### src/rtl/ipr_write_arb.sv
// ipr_write_arb
// Round-robin arbiter sharing one IPR write port among NUM_REQ core-side
// write requesters. A granted requester keeps the port for a bulk of up to
// BULK_NUMBER words, so its words land contiguously in the FIFO. A watchdog
// takes the port back from an owner that stops requesting.
// Write-clock domain only; synchronous active-high reset.

module ipr_write_arb #(
    parameter int NUM_REQ        = 4,
    parameter int DSIZE          = 32,
    parameter int BULK_NUMBER    = 10,
    parameter int WATCHDOG_LIMIT = 100,
    localparam int OW = (NUM_REQ > 1) ? $clog2(NUM_REQ) : 1,
    localparam int CW = $clog2(BULK_NUMBER + 1),
    localparam int WW = $clog2(WATCHDOG_LIMIT + 1)
) (
    input  logic                     clk,
    input  logic                     rst,
    input  logic [NUM_REQ-1:0]       req_i,
    input  logic [NUM_REQ-1:0]       we_i,
    input  logic [NUM_REQ-1:0]       last_i,
    input  logic [NUM_REQ*DSIZE-1:0] wdata_i,
    output logic [NUM_REQ-1:0]       gnt_o,
    output logic [NUM_REQ-1:0]       rvalid_o,
    output logic                     ipr_req_o,
    output logic                     ipr_we_o,
    output logic [DSIZE-1:0]         ipr_wdata_o,
    input  logic                     ipr_gnt_i,
    input  logic                     ipr_rvalid_i,
    output logic [OW-1:0]            owner_o,
    output logic                     busy_o,
    output logic                     timeout_o
);

    typedef enum logic [1:0] {
        ST_IDLE  = 2'd0,
        ST_OWN   = 2'd1,
        ST_DRAIN = 2'd2
    } state_t;

    // Registered state
    state_t          state_r;
    logic [OW-1:0]   owner_r;
    logic [OW-1:0]   last_owner_r;
    logic [CW-1:0]   word_cnt_r;
    logic [WW-1:0]   wd_cnt_r;

    // Next-state values
    state_t          state_nxt_s;
    logic [OW-1:0]   owner_nxt_s;
    logic [OW-1:0]   last_owner_nxt_s;
    logic [CW-1:0]   word_cnt_nxt_s;
    logic [WW-1:0]   wd_cnt_nxt_s;

    // Arbitration and owner-selected views of the requester inputs
    logic [NUM_REQ-1:0] active_s;
    logic [NUM_REQ-1:0] owner_dec_s;
    logic               pick_found_s;
    logic [OW-1:0]      pick_idx_s;
    logic               own_req_s;
    logic               own_we_s;
    logic               own_last_s;
    logic               own_active_s;
    logic [DSIZE-1:0]   own_wdata_s;
    logic [CW-1:0]      word_inc_s;
    logic               bulk_full_s;
    logic               wd_expire_s;

    assign active_s = req_i & we_i;

    // Round-robin search: first active index starting just after last_owner
    always_comb begin
        pick_found_s = 1'b0;
        pick_idx_s   = '0;
        for (int i = 0; i < NUM_REQ; i++) begin
            int cand;
            cand = (int'(last_owner_r) + 1 + i) % NUM_REQ;
            if (!pick_found_s && active_s[OW'(cand)]) begin
                pick_found_s = 1'b1;
                pick_idx_s   = OW'(cand);
            end else begin
                pick_found_s = pick_found_s;
            end
        end
    end

    // One-hot decode of the current owner
    always_comb begin
        owner_dec_s = '0;
        for (int k = 0; k < NUM_REQ; k++) begin
            owner_dec_s[k] = (owner_r == OW'(k));
        end
    end

    // Mux the owner's request, enable, last marker and data slice
    always_comb begin
        own_wdata_s = '0;
        for (int k = 0; k < NUM_REQ; k++) begin
            own_wdata_s = own_wdata_s | (wdata_i[k*DSIZE +: DSIZE] & {DSIZE{owner_dec_s[k]}});
        end
        own_req_s    = |(req_i  & owner_dec_s);
        own_we_s     = |(we_i   & owner_dec_s);
        own_last_s   = |(last_i & owner_dec_s);
        own_active_s = own_req_s & own_we_s;
    end

    // Bulk-limit and watchdog conditions for the current cycle
    always_comb begin
        word_inc_s  = word_cnt_r + CW'(1);
        bulk_full_s = (word_inc_s == CW'(BULK_NUMBER));
        // >= rather than == so a counter pushed past the limit still releases
        wd_expire_s = !own_active_s && (wd_cnt_r >= WW'(WATCHDOG_LIMIT - 1));
    end

    // FSM next-state and port outputs; everything defaults to the idle values
    always_comb begin
        state_nxt_s      = state_r;
        owner_nxt_s      = owner_r;
        last_owner_nxt_s = last_owner_r;
        word_cnt_nxt_s   = word_cnt_r;
        wd_cnt_nxt_s     = wd_cnt_r;
        gnt_o            = '0;
        rvalid_o         = '0;
        ipr_req_o        = 1'b0;
        ipr_we_o         = 1'b0;
        ipr_wdata_o      = '0;
        timeout_o        = 1'b0;

        case (state_r)
            ST_IDLE: begin
                if (pick_found_s) begin
                    owner_nxt_s    = pick_idx_s;
                    word_cnt_nxt_s = '0;
                    wd_cnt_nxt_s   = '0;
                    state_nxt_s    = ST_OWN;
                end else begin
                    state_nxt_s    = ST_IDLE;
                end
            end

            ST_OWN: begin
                ipr_req_o   = own_req_s;
                ipr_we_o    = own_we_s;
                ipr_wdata_o = own_wdata_s;
                gnt_o       = owner_dec_s & {NUM_REQ{ipr_gnt_i}};
                rvalid_o    = owner_dec_s & {NUM_REQ{ipr_rvalid_i}};

                // Watchdog counts consecutive cycles with the owner not writing
                if (own_active_s) begin
                    wd_cnt_nxt_s = '0;
                end else if (wd_cnt_r != WW'(WATCHDOG_LIMIT)) begin
                    wd_cnt_nxt_s = wd_cnt_r + WW'(1);
                end else begin
                    wd_cnt_nxt_s = wd_cnt_r;
                end

                if (ipr_gnt_i) begin
                    word_cnt_nxt_s = word_inc_s;
                    // last marker and bulk limit together still mean one DRAIN
                    if (own_last_s || bulk_full_s) begin
                        state_nxt_s = ST_DRAIN;
                    end else begin
                        state_nxt_s = ST_OWN;
                    end
                end else if (wd_expire_s) begin
                    timeout_o        = 1'b1;
                    last_owner_nxt_s = owner_r;
                    state_nxt_s      = ST_IDLE;
                end else begin
                    state_nxt_s = ST_OWN;
                end
            end

            ST_DRAIN: begin
                // Wait for the final word's response before releasing the port
                rvalid_o = owner_dec_s & {NUM_REQ{ipr_rvalid_i}};
                if (ipr_rvalid_i) begin
                    last_owner_nxt_s = owner_r;
                    state_nxt_s      = ST_IDLE;
                end else begin
                    state_nxt_s      = ST_DRAIN;
                end
            end

            default: begin
                state_nxt_s = ST_IDLE;
            end
        endcase
    end

    // State, owner, priority pointer and counters; index 0 has priority after reset
    always_ff @(posedge clk) begin
        if (rst) begin
            state_r      <= ST_IDLE;
            owner_r      <= '0;
            last_owner_r <= OW'(NUM_REQ - 1);
            word_cnt_r   <= '0;
            wd_cnt_r     <= '0;
        end else begin
            state_r      <= state_nxt_s;
            owner_r      <= owner_nxt_s;
            last_owner_r <= last_owner_nxt_s;
            word_cnt_r   <= word_cnt_nxt_s;
            wd_cnt_r     <= wd_cnt_nxt_s;
        end
    end

    assign owner_o = owner_r;
    assign busy_o  = (state_r != ST_IDLE);

endmodule

### config.mk
export PLATFORM = sky130hd
export DESIGN_NAME = ipr_write_arb
export DESIGN_NICKNAME = d
export VERILOG_FILES = /design/src/rtl/ipr_write_arb.sv
export SDC_FILE = /design/constraint.sdc
export NUM_CORES = 1
export LEC_CHECK = 0
export ABC_CLOCK_PERIOD_IN_PS = 3400
export BUFFER_PORTS_ARGS = -buffer_cell sky130_fd_sc_hd__buf_2
export CAP_MARGIN = 10
export CELL_PAD_IN_SITES_DETAIL_PLACEMENT = 1
export CELL_PAD_IN_SITES_GLOBAL_PLACEMENT = 2
export CORE_MARGIN = 5
export CORE_UTILIZATION = 21
export DETAILED_ROUTE_END_ITERATION = 8
export GPL_TIMING_DRIVEN = 0
export PLACE_DENSITY = 0.85
export SLEW_MARGIN = 25
export SYNTH_ARGS = -nofsm -noshare
export SYNTH_HDL_FRONTEND = slang
export SYNTH_SLANG_ARGS = --single-unit
### constraint.sdc
create_clock -name clk -period 3.4 [get_ports clk]
set_input_delay 0.68 -clock clk [delete_from_list [all_inputs] [get_ports clk]]
set_output_delay 0.68 -clock clk [all_outputs]
set_load 0.05 [all_outputs]
==> results of run 1 <==
-- repair_timing --
item,CTS,global route
gates cloned,0,0
resized for setup,2,2
endpoints found under the setup margin,12,2
-- cell type report --
cell class,instances,share of cell area
sequential,17,0.103
clock buffer,3,0.0125
buffer,16,0.0228
tap,133,0.0504
inverter,7,0.00796
clock inverter,1,0.00152
timing repair buffer,189,0.287
multi-input combinational,184,0.515
-- path summary, 6_finish.rpt --
| kind | depth (start not counted) | startpoint | endpoint |
|---|---|---|---|
| setup / recovery | 6 | owner_o[0]$_SDFFE_PP0P_ | ipr_wdata_o[16] |
| hold / removal | 2 | word_cnt_r[3]$_SDFFE_PP0P_ | word_cnt_r[3]$_SDFFE_PP0P_ |
| setup reg to reg | 6 | owner_o[1]$_SDFFE_PP0P_ | wd_cnt_r[6]$_SDFFE_PP0P_ |
| hold reg to reg | 2 | word_cnt_r[3]$_SDFFE_PP0P_ | word_cnt_r[3]$_SDFFE_PP0P_ |
-- cell families (layout without fill, tap and decap cells) --
logic type	count (synthesis)	in the layout	synth area share
XOR/XNOR	2	2	0.00820
AO/OA/AOI/OAI	37	37	0.113
multiplexers	39	39	0.388
flip-flops	17	17	0.159
AND/OR/NAND/NOR	98	98	0.239
adder cells (fa/ha/maj)	8	8	0.0468
buffers and inverters	23	216	0.0457
-- synthesized netlist by cell type (all sizes together), types with 2 or more instances --
library cell,n,area (µm²)
mux4,35,788
and2,34,213
nor2,24,92.6
dfxtp,17,340
nand2,14,52.6
o21ai,13,65.1
clkbuf,11,41.3
ha,8,100
inv,7,26.3
nand3,6,30.0
a21oi,5,25.0
buf,5,30.0
nor3,5,25.0
a31oi,4,25.0
mux2i,4,40.0
nand2b,4,25.0
a211o,3,26.3
and3,3,18.8
a211oi,2,15.0
a22oi,2,15.0
nand4,2,12.5
nor2b,2,12.5
o32a,2,20.0
or4,2,15.0
xnor2,2,17.5
-- worst min-delay path: stages, from the launching register on --
cell and delay, ns:
dfxtp_1 0.32, nand2b_1 0.07, a21oi_1 0.06
-- flip-flops by register name (all words and copies together), names as in the netlist --
signal / flops
wd_cnt_r: 7
word_cnt_r: 4
last_owner_r: 2
owner_o: 2
state_r: 2
-- power groups by stage --
| stage | clock network [W] | logic (W) | registers (W) |
|---|---|---|---|
| CTS | 0.000160 | 0.000868 | 0.000221 |
| finish | 0.000157 | 0.000854 | 0.000221 |
| global placement | 0 | 0.000845 | 0.000224 |
| detailed placement | 0 | 0.000865 | 0.000225 |
| floorplan | 0 | 0.000601 | 0.000234 |
| global route | 0.000166 | 0.000915 | 0.000222 |
-- layer usage --
metal / vias to the layer above / track usage
met4: 2 / 0.0263
met1: 1276 / 0.186
li1: 1237 / -
met2: 89 / 0.309
met5: - / 0
met3: 10 / 0.0289
-- metrics by stage --
| stage | std cells | power, W |
|---|---|---|
| 3_5_place_dp | 546 | 0.00109 |
| 2_1_floorplan | 224 | 0.000835 |
| 5_1_grt | 550 | 0.00130 |
| 4_1_cts | 550 | 0.00125 |
| 3_3_place_gp | 546 | 0.00107 |
| 6_report | 550 | 0.00123 |
==> reports/qor.yml, run 1 <==
run_status:
  status: "completed"
global_route:
  antenna_found_initial: 1
  pin_count_of_the_biggest_net_entering_global_routing: 11
  vias_in_the_first_global_route: 2913
  grt.overflow.total: 0
  grt_usage: 0.161
  grt_first_pass_wirelength_um: 16000
critical_path:
  cp_data_required_time_ns: 2.72
  reg2reg_setup_slack_ns: 1.20
  cp_data_arrival_time_ns: 2.46
  critical_path.slowest_cell: "mux4_2"
  worst_path_most_repeated_cell: "buf_2"
  buffering_stage_count_on_the_worst_path_with_inverters_included: 4
  cp_cell_sequence: "buf_6 > buf_2 > buf_2 > mux4_2 > and2_1 > buf_2"
  crit_fanout: 10
  timing.critical_path.slowest_cell_delay_ns: 0.55
  end_kind: "primary output"
  timing.critical_path.from_type: "register"
  critical-path-top-delay-family: "buffers and inverters"
  critical_path_class: "register to primary output"
power_and_ir_drop:
  power_density_nw_per_um2: 373
  net-switching-power_w: 0.000625
  internal_power_w: 0.000606
  pwr-share-clk: 0.127
  ir_worst_vdd_mv: 0.160
  combPwrFrac: 0.693
  netSwitchingFraction: 0.508
  pwr-share-seq: 0.179
  cell_leakage_power_nw: 1.58
drt:
  routed.top_layer: "met5"
  viasPerCell: 4.75
  drt_wl_total_um: 10200
  met2_wirelength_um: 5590
  dr.pass1.iters: 4
  routedWlPerCell_um: 18.6
  route.antenna.remaining_nets: 0
  detailroute.via_count: 2614
  remaining_drc_errors: 0
  wl_met3_um: 500
  detail_route.iter0.violations: 97
  metal1_wirelength_um: 3980
yosys:
  postSynthNetCount: 376
  synth_async_sr_flop_share: 0
  syn-instance-count: 224
  synth-seq-area-share: 0.159
  synth_cell_type_count: 36
  dominantRegCellSynth: "dfxtp_1"
  number_of_enable_flip_flop_cells_after_synthesis: 0
  synth-seq-cells: 17
  postSynthAreaPerCell_um2: 9.54
  mappedNetlistArea_um2: 2140
  yosysWarnings: 0
min_path:
  hold_path.class: "register to register"
placement:
  preCtsSetupSlack_ns: 0.160
  io_buffer_count: 189
  post_dp_cell_area_um2: 3250
  hpwlAfterDp_um: 9100
  finalWeightedCongestion: 0.827
finish:
  multiInputGateArea_um2: 1700
  most_common_cell_after_layout_fill_and_taps_aside: "buf_2"
  synthToLayoutAreaGrowth_pct: 54.4
  layout_common_cells: "buf_2 (192), mux4_2 (35), and2_1 (34)"
  diodes: 0
  num-fill-cells: 1227
  core_occupancy_in_the_finished_layout: 0.334
  final_cell_area_um2: 3300
  area.sequential_um2: 340
  drive_gt1_frac: 0.568
  nNetsFinal: 570
cts:
  cts.sink_count: 17
  clock_tree_from_tritoncts: "done"
  clock_tree.htree_level_count: 1
  post_cts_hold_buffer_count: 0
  ctsRootBufferMaster: "clkbuf_8"
  clk_pin_slew_ns: 0.07
  clk-insertion-delay-late_ns: 0.25
  numCtsBuffers: 3
  cts_setup_buffers: 0
  cts.path.max_buffers: 2
timing:
  skew_ns: 0.00382
  max_slew_margin: 0.611
  layout_setup_ws_ns: 0.259
  setup_total_negative_slack_ns: 0
  timing_max_transition_violations_final: 0
  fmax_mhz: 318
  fin_worst_hold_slack_ns: 0.490
  setup_repair_after_global_routing_missed_its_margin: "no"
  tightestPinTransition_ns: 0.584
  final_min_period_over_clock_period: 0.924
  report.final.hold_viol_count: 0
  setup-violations-final: 0
  post-route-min-period_ns: 3.14
floorplanning:
  placementRows: 36
  ios: 190
  core-area_um2: 9860
  die_width_um: 111
  die_y_um: 111
  die_area_um2: 12300
  initial_core_util: 0.217
flow_run:
  max-cap-violations: 0
Note: power is estimated with default switching activity, not from simulation.
==> inputs of run 2 (changes only) <==
--- a/config.mk
+++ b/config.mk
@@ -5,16 +5,17 @@
 export SDC_FILE = /design/constraint.sdc
 export NUM_CORES = 1
 export LEC_CHECK = 0
+export ABC_AREA = 1
 export ABC_CLOCK_PERIOD_IN_PS = 3400
 export BUFFER_PORTS_ARGS = -buffer_cell sky130_fd_sc_hd__buf_2
 export CAP_MARGIN = 10
 export CELL_PAD_IN_SITES_DETAIL_PLACEMENT = 1
 export CELL_PAD_IN_SITES_GLOBAL_PLACEMENT = 2
 export CORE_MARGIN = 5
-export CORE_UTILIZATION = 21
+export CORE_UTILIZATION = 18
 export DETAILED_ROUTE_END_ITERATION = 8
 export GPL_TIMING_DRIVEN = 0
-export PLACE_DENSITY = 0.85
+export PLACE_DENSITY = 0.84
 export SLEW_MARGIN = 25
 export SYNTH_ARGS = -nofsm -noshare
 export SYNTH_HDL_FRONTEND = slang
==> run 2 against run 1 <==
  * Sequential power increased by 33%
  * Setup slack improved by 0.047 ns
  * Critical endpoint is now ipr_wdata_o[3]
  * Sequential share of layout area decreased by 0.73 points
  * Highest routed layer is now met4
  * Routed wire length increased by 19%
  * Synthesized cell count increased by 88%
  * Flip-flop and latch count unchanged
  * Combinational power increased to 2.7 times the previous value
  * Global-route usage decreased by 0.23 points
  * Synthesized area increased by 8.0%
  * Register-to-register slack improved by 0.22 ns
==> reports/qor.yml, run 2 <==
yosys:
  syn-instance-count: 422  # +88%
  dominantRegCellSynth: "dfxtp_1"
  synth_cell_type_count: 28  # -22%
  synth_simple_gate_area_frac: 0.517  # +0.277
  synth-seq-area-share: 0.148  # -0.0117
  synth_top_cells_by_count: "nand2_1 (174), nand3_1 (60), a41oi_1 (32)"
  synth_top_family_by_area: "simple AND/OR/NAND/NOR gates"
  synth-compound-area-share: 0.185  # +0.0719
  yosysMostFrequentCell: "nand2_1"
  synth_async_sr_flop_share: 0  # unchanged
  number_of_enable_flip_flop_cells_after_synthesis: 0  # unchanged
  postSynthNetCount: 574  # +53%
  synth_largest_type_area_fraction: 0.283  # -0.0858
  synthMuxAreaShare: 0  # -0.388
  synth-adder-area-share: 0.0434  # -0.00345
  yosysWarnings: 0  # unchanged
  synthTopCellsByArea: "nand2_1 (28%), dfxtp_1 (15%), nand3_1 (13%)"
  mappedNetlistArea_um2: 2310  # +8.0%
  postSynthAreaPerCell_um2: 5.47  # -43%
  netlist.top_cell.by_area: "nand2_1"
  synth-seq-cells: 17  # unchanged
  yosys.area_share.xor_xnor: 0.0114  # +0.00319
finish:
  largest_register_ff_count: 7  # unchanged
  core_occupancy_in_the_finished_layout: 0.282  # -0.0520
  area.sequential_um2: 340  # unchanged
  num-fill-cells: 1720  # +40%
  most_common_cell_after_layout_fill_and_taps_aside: "buf_2"
  layout_common_cells: "buf_2 (189), nand2_1 (174), nand3_1 (60)"
  post_layout_nonfiller_instances: 788  # +43%
  multiInputGateArea_um2: 1750  # +2.7%
  regMostFlops: "wd_cnt_r"
  drive_gt1_frac: 0.341  # -0.227
  nNetsFinal: 768  # +35%
  synthToLayoutAreaGrowth_pct: 53.9
  top_registers: "wd_cnt_r x7, word_cnt_r x4"
drt:
  detail_route.iter0.violations: 128  # +32%
  remaining_drc_errors: 0  # unchanged
  detailroute.via_count: 3597  # +38%
  routedWlPerCell_um: 15.5  # -17%
  dr.pass1.iters: 4  # unchanged
  route.antenna.remaining_nets: 0  # unchanged
  viasPerCell: 4.56  # -4.0%
  drt_wl_total_um: 12200  # +19%
floorplanning:
  die_area_um2: 15200  # +23%
  die_width_um: 123  # +11%
  initial_core_util: 0.184  # -0.0331
  ios: 190  # unchanged
  core-area_um2: 12600  # +27%
  placementRows: 41  # +14%
  die_y_um: 123  # +11%
cts:
  cts_resized: 0  # -2
  clk-insertion-delay-late_ns: 0.25  # about the same
  cts.path.max_buffers: 2  # unchanged
  cts_setup_buffers: 0  # unchanged
  clock_tree_from_tritoncts: "done"
  numCtsBuffers: 3  # unchanged
  clk_pin_slew_ns: 0.05  # -0.02 ns
  post_cts_hold_buffer_count: 0  # unchanged
  clock_tree.htree_level_count: 1  # unchanged
  cts.sink_count: 17  # unchanged
  ctsRootBufferMaster: "clkbuf_16"
timing:
  fmax_mhz: 323  # +1.5%
  tightestPinTransition_ns: 0.615  # +0.0315 ns
  skew_ns: 0.00125  # -0.00257 ns
  fin_worst_hold_slack_ns: 0.480  # -0.0100 ns
  timing_max_transition_violations_final: 0  # unchanged
  setup-violations-final: 0  # unchanged
  setup_total_negative_slack_ns: 0  # unchanged
  final_min_period_over_clock_period: 0.910  # -0.0139
  post-route-min-period_ns: 3.09  # -0.0472 ns
  layout_setup_ws_ns: 0.307  # +0.0472 ns
  report.final.hold_viol_count: 0  # unchanged
  max_slew_margin: 0.590  # -0.0210
  setup_repair_after_global_routing_missed_its_margin: "no"
critical_path:
  timing.critical_path.depth: 7  # +1
  crit_start: "state_r[1]$_SDFF_PP0_"
  buffering_stage_count_on_the_worst_path_with_inverters_included: 5  # +1
  end_kind: "primary output"
  critical_path.slowest_cell: "buf_1"
  worst_path_most_repeated_cell: "inv_1"
  r2r-end: "wd_cnt_r[0]$_SDFFE_PP0P_"
  endpoint: "ipr_wdata_o[3]"
  critical-path-top-delay-family: "buffers and inverters"
  cp_data_arrival_time_ns: 2.41  # -0.05 ns
  cp_cell_sequence: "inv_1 > ha_1 > inv_1 > clkbuf_1 > buf_1 > a41oi_1 > buf_2"
  reg2reg_setup_slack_ns: 1.42  # +0.22 ns
  timing.critical_path.from_type: "register"
  reg2reg_from: "owner_o[0]$_SDFFE_PP0P_"
  timing.critical_path.slowest_cell_delay_ns: 0.52  # -0.03 ns
  critical_path_class: "register to primary output"
  cp_data_required_time_ns: 2.72  # about the same
  rr_worst_depth: 12  # +6
  crit_fanout: 10  # unchanged
placement:
  placed_cells: 783  # +43%
  hpwlAfterDp_um: 10300  # +13%
  preCtsSetupSlack_ns: 0.540  # +0.381 ns
  finalWeightedCongestion: 0.797  # -3.6%
  io_buffer_count: 189  # unchanged
global_route:
  grt.overflow.total: 0  # unchanged
  grt_first_pass_wirelength_um: 19400  # +21%
  pin_count_of_the_biggest_net_entering_global_routing: 11  # unchanged
  grt_usage: 0.158  # -0.00225
  antenna_found_initial: 1  # unchanged
  vias_in_the_first_global_route: 3919  # +35%
power_and_ir_drop:
  power_density_nw_per_um2: 792  # +110%
  cell_leakage_power_nw: 1.77  # +12%
  ir_worst_vdd_mv: 0.265  # +65%
run_status:
  status: "completed"
min_path:
  hold_path.class: "register to register"
flow_run:
  max-cap-violations: 0  # unchanged
==> run 2: logic make-up after synthesis <==
kind of cell	Yosys count
xor gates and xnor gates	3
buffers and inverters	56
and+or+nand+nor	280
DFF	17
adders and majority gates	8
AOI/OAI and AO/OA	58
==> run 2: worst min-delay path by stage <==
stage | cells after the start | slack (ns) | from | endpoint
3_3_place_gp | 2 | 0.47 | word_cnt_r[3]$_SDFFE_PP0P_ | word_cnt_r[3]$_SDFFE_PP0P_
3_5_place_dp | 2 | 0.48 | word_cnt_r[3]$_SDFFE_PP0P_ | word_cnt_r[3]$_SDFFE_PP0P_
4_1_cts | 2 | 0.49 | word_cnt_r[3]$_SDFFE_PP0P_ | word_cnt_r[3]$_SDFFE_PP0P_
2_1_floorplan | 2 | 0.45 | word_cnt_r[3]$_SDFFE_PP0P_ | word_cnt_r[3]$_SDFFE_PP0P_
5_1_grt | 2 | 0.52 | word_cnt_r[3]$_SDFFE_PP0P_ | word_cnt_r[3]$_SDFFE_PP0P_
6_report | 2 | 0.48 | word_cnt_r[3]$_SDFFE_PP0P_ | word_cnt_r[3]$_SDFFE_PP0P_
==> run 2: metal layers <==
layer  up-vias  wire length (µm)  GRT usage
li1       1809                 -          -
met1      1658              5210      0.199
met2       110              6060      0.285
met3        20               653     0.0233
met4         0               250     0.0346
met5         -                 0          0
==> run 2: worst reg2reg max path: stages (launching register included) <==
cell	delay, ns
dfxtp_1	0.45
buf_4	0.25
nand2_1	0.19
o21ai_1	0.18
clkinv_1	0.10
nand2_1	0.08
nand2_2	0.11
nand2_1	0.19
inv_2	0.06
nand2_1	0.08
nand3_1	0.08
nand2_1	0.07
nor2_1	0.04
==> run 2: power breakdown <==
group | switching (W) | internal, W | total (W)
clock | 0.0000750 | 0.000159 | 0.000234
combinational | 0.00170 | 0.000586 | 0.00228
sequential | 0.0000527 | 0.000241 | 0.000294
==> run 2: final cells by class <==
cell class,count,area share
buffer,23,0.0275
clock buffer,4,0.0222
antenna,1,0.000705
multi-input combinational,349,0.492
timing repair buffer,189,0.266
inverter,33,0.0349
sequential,17,0.0959
tap,172,0.0606
==> run 2: stage by stage <==
step	power (W)	cell area, µm²
floorplan	0.00195	2310
global placement	0.00256	3470
detailed placement	0.00260	3470
CTS	0.00285	3550
global route	0.00306	3550
finish	0.00281	3550
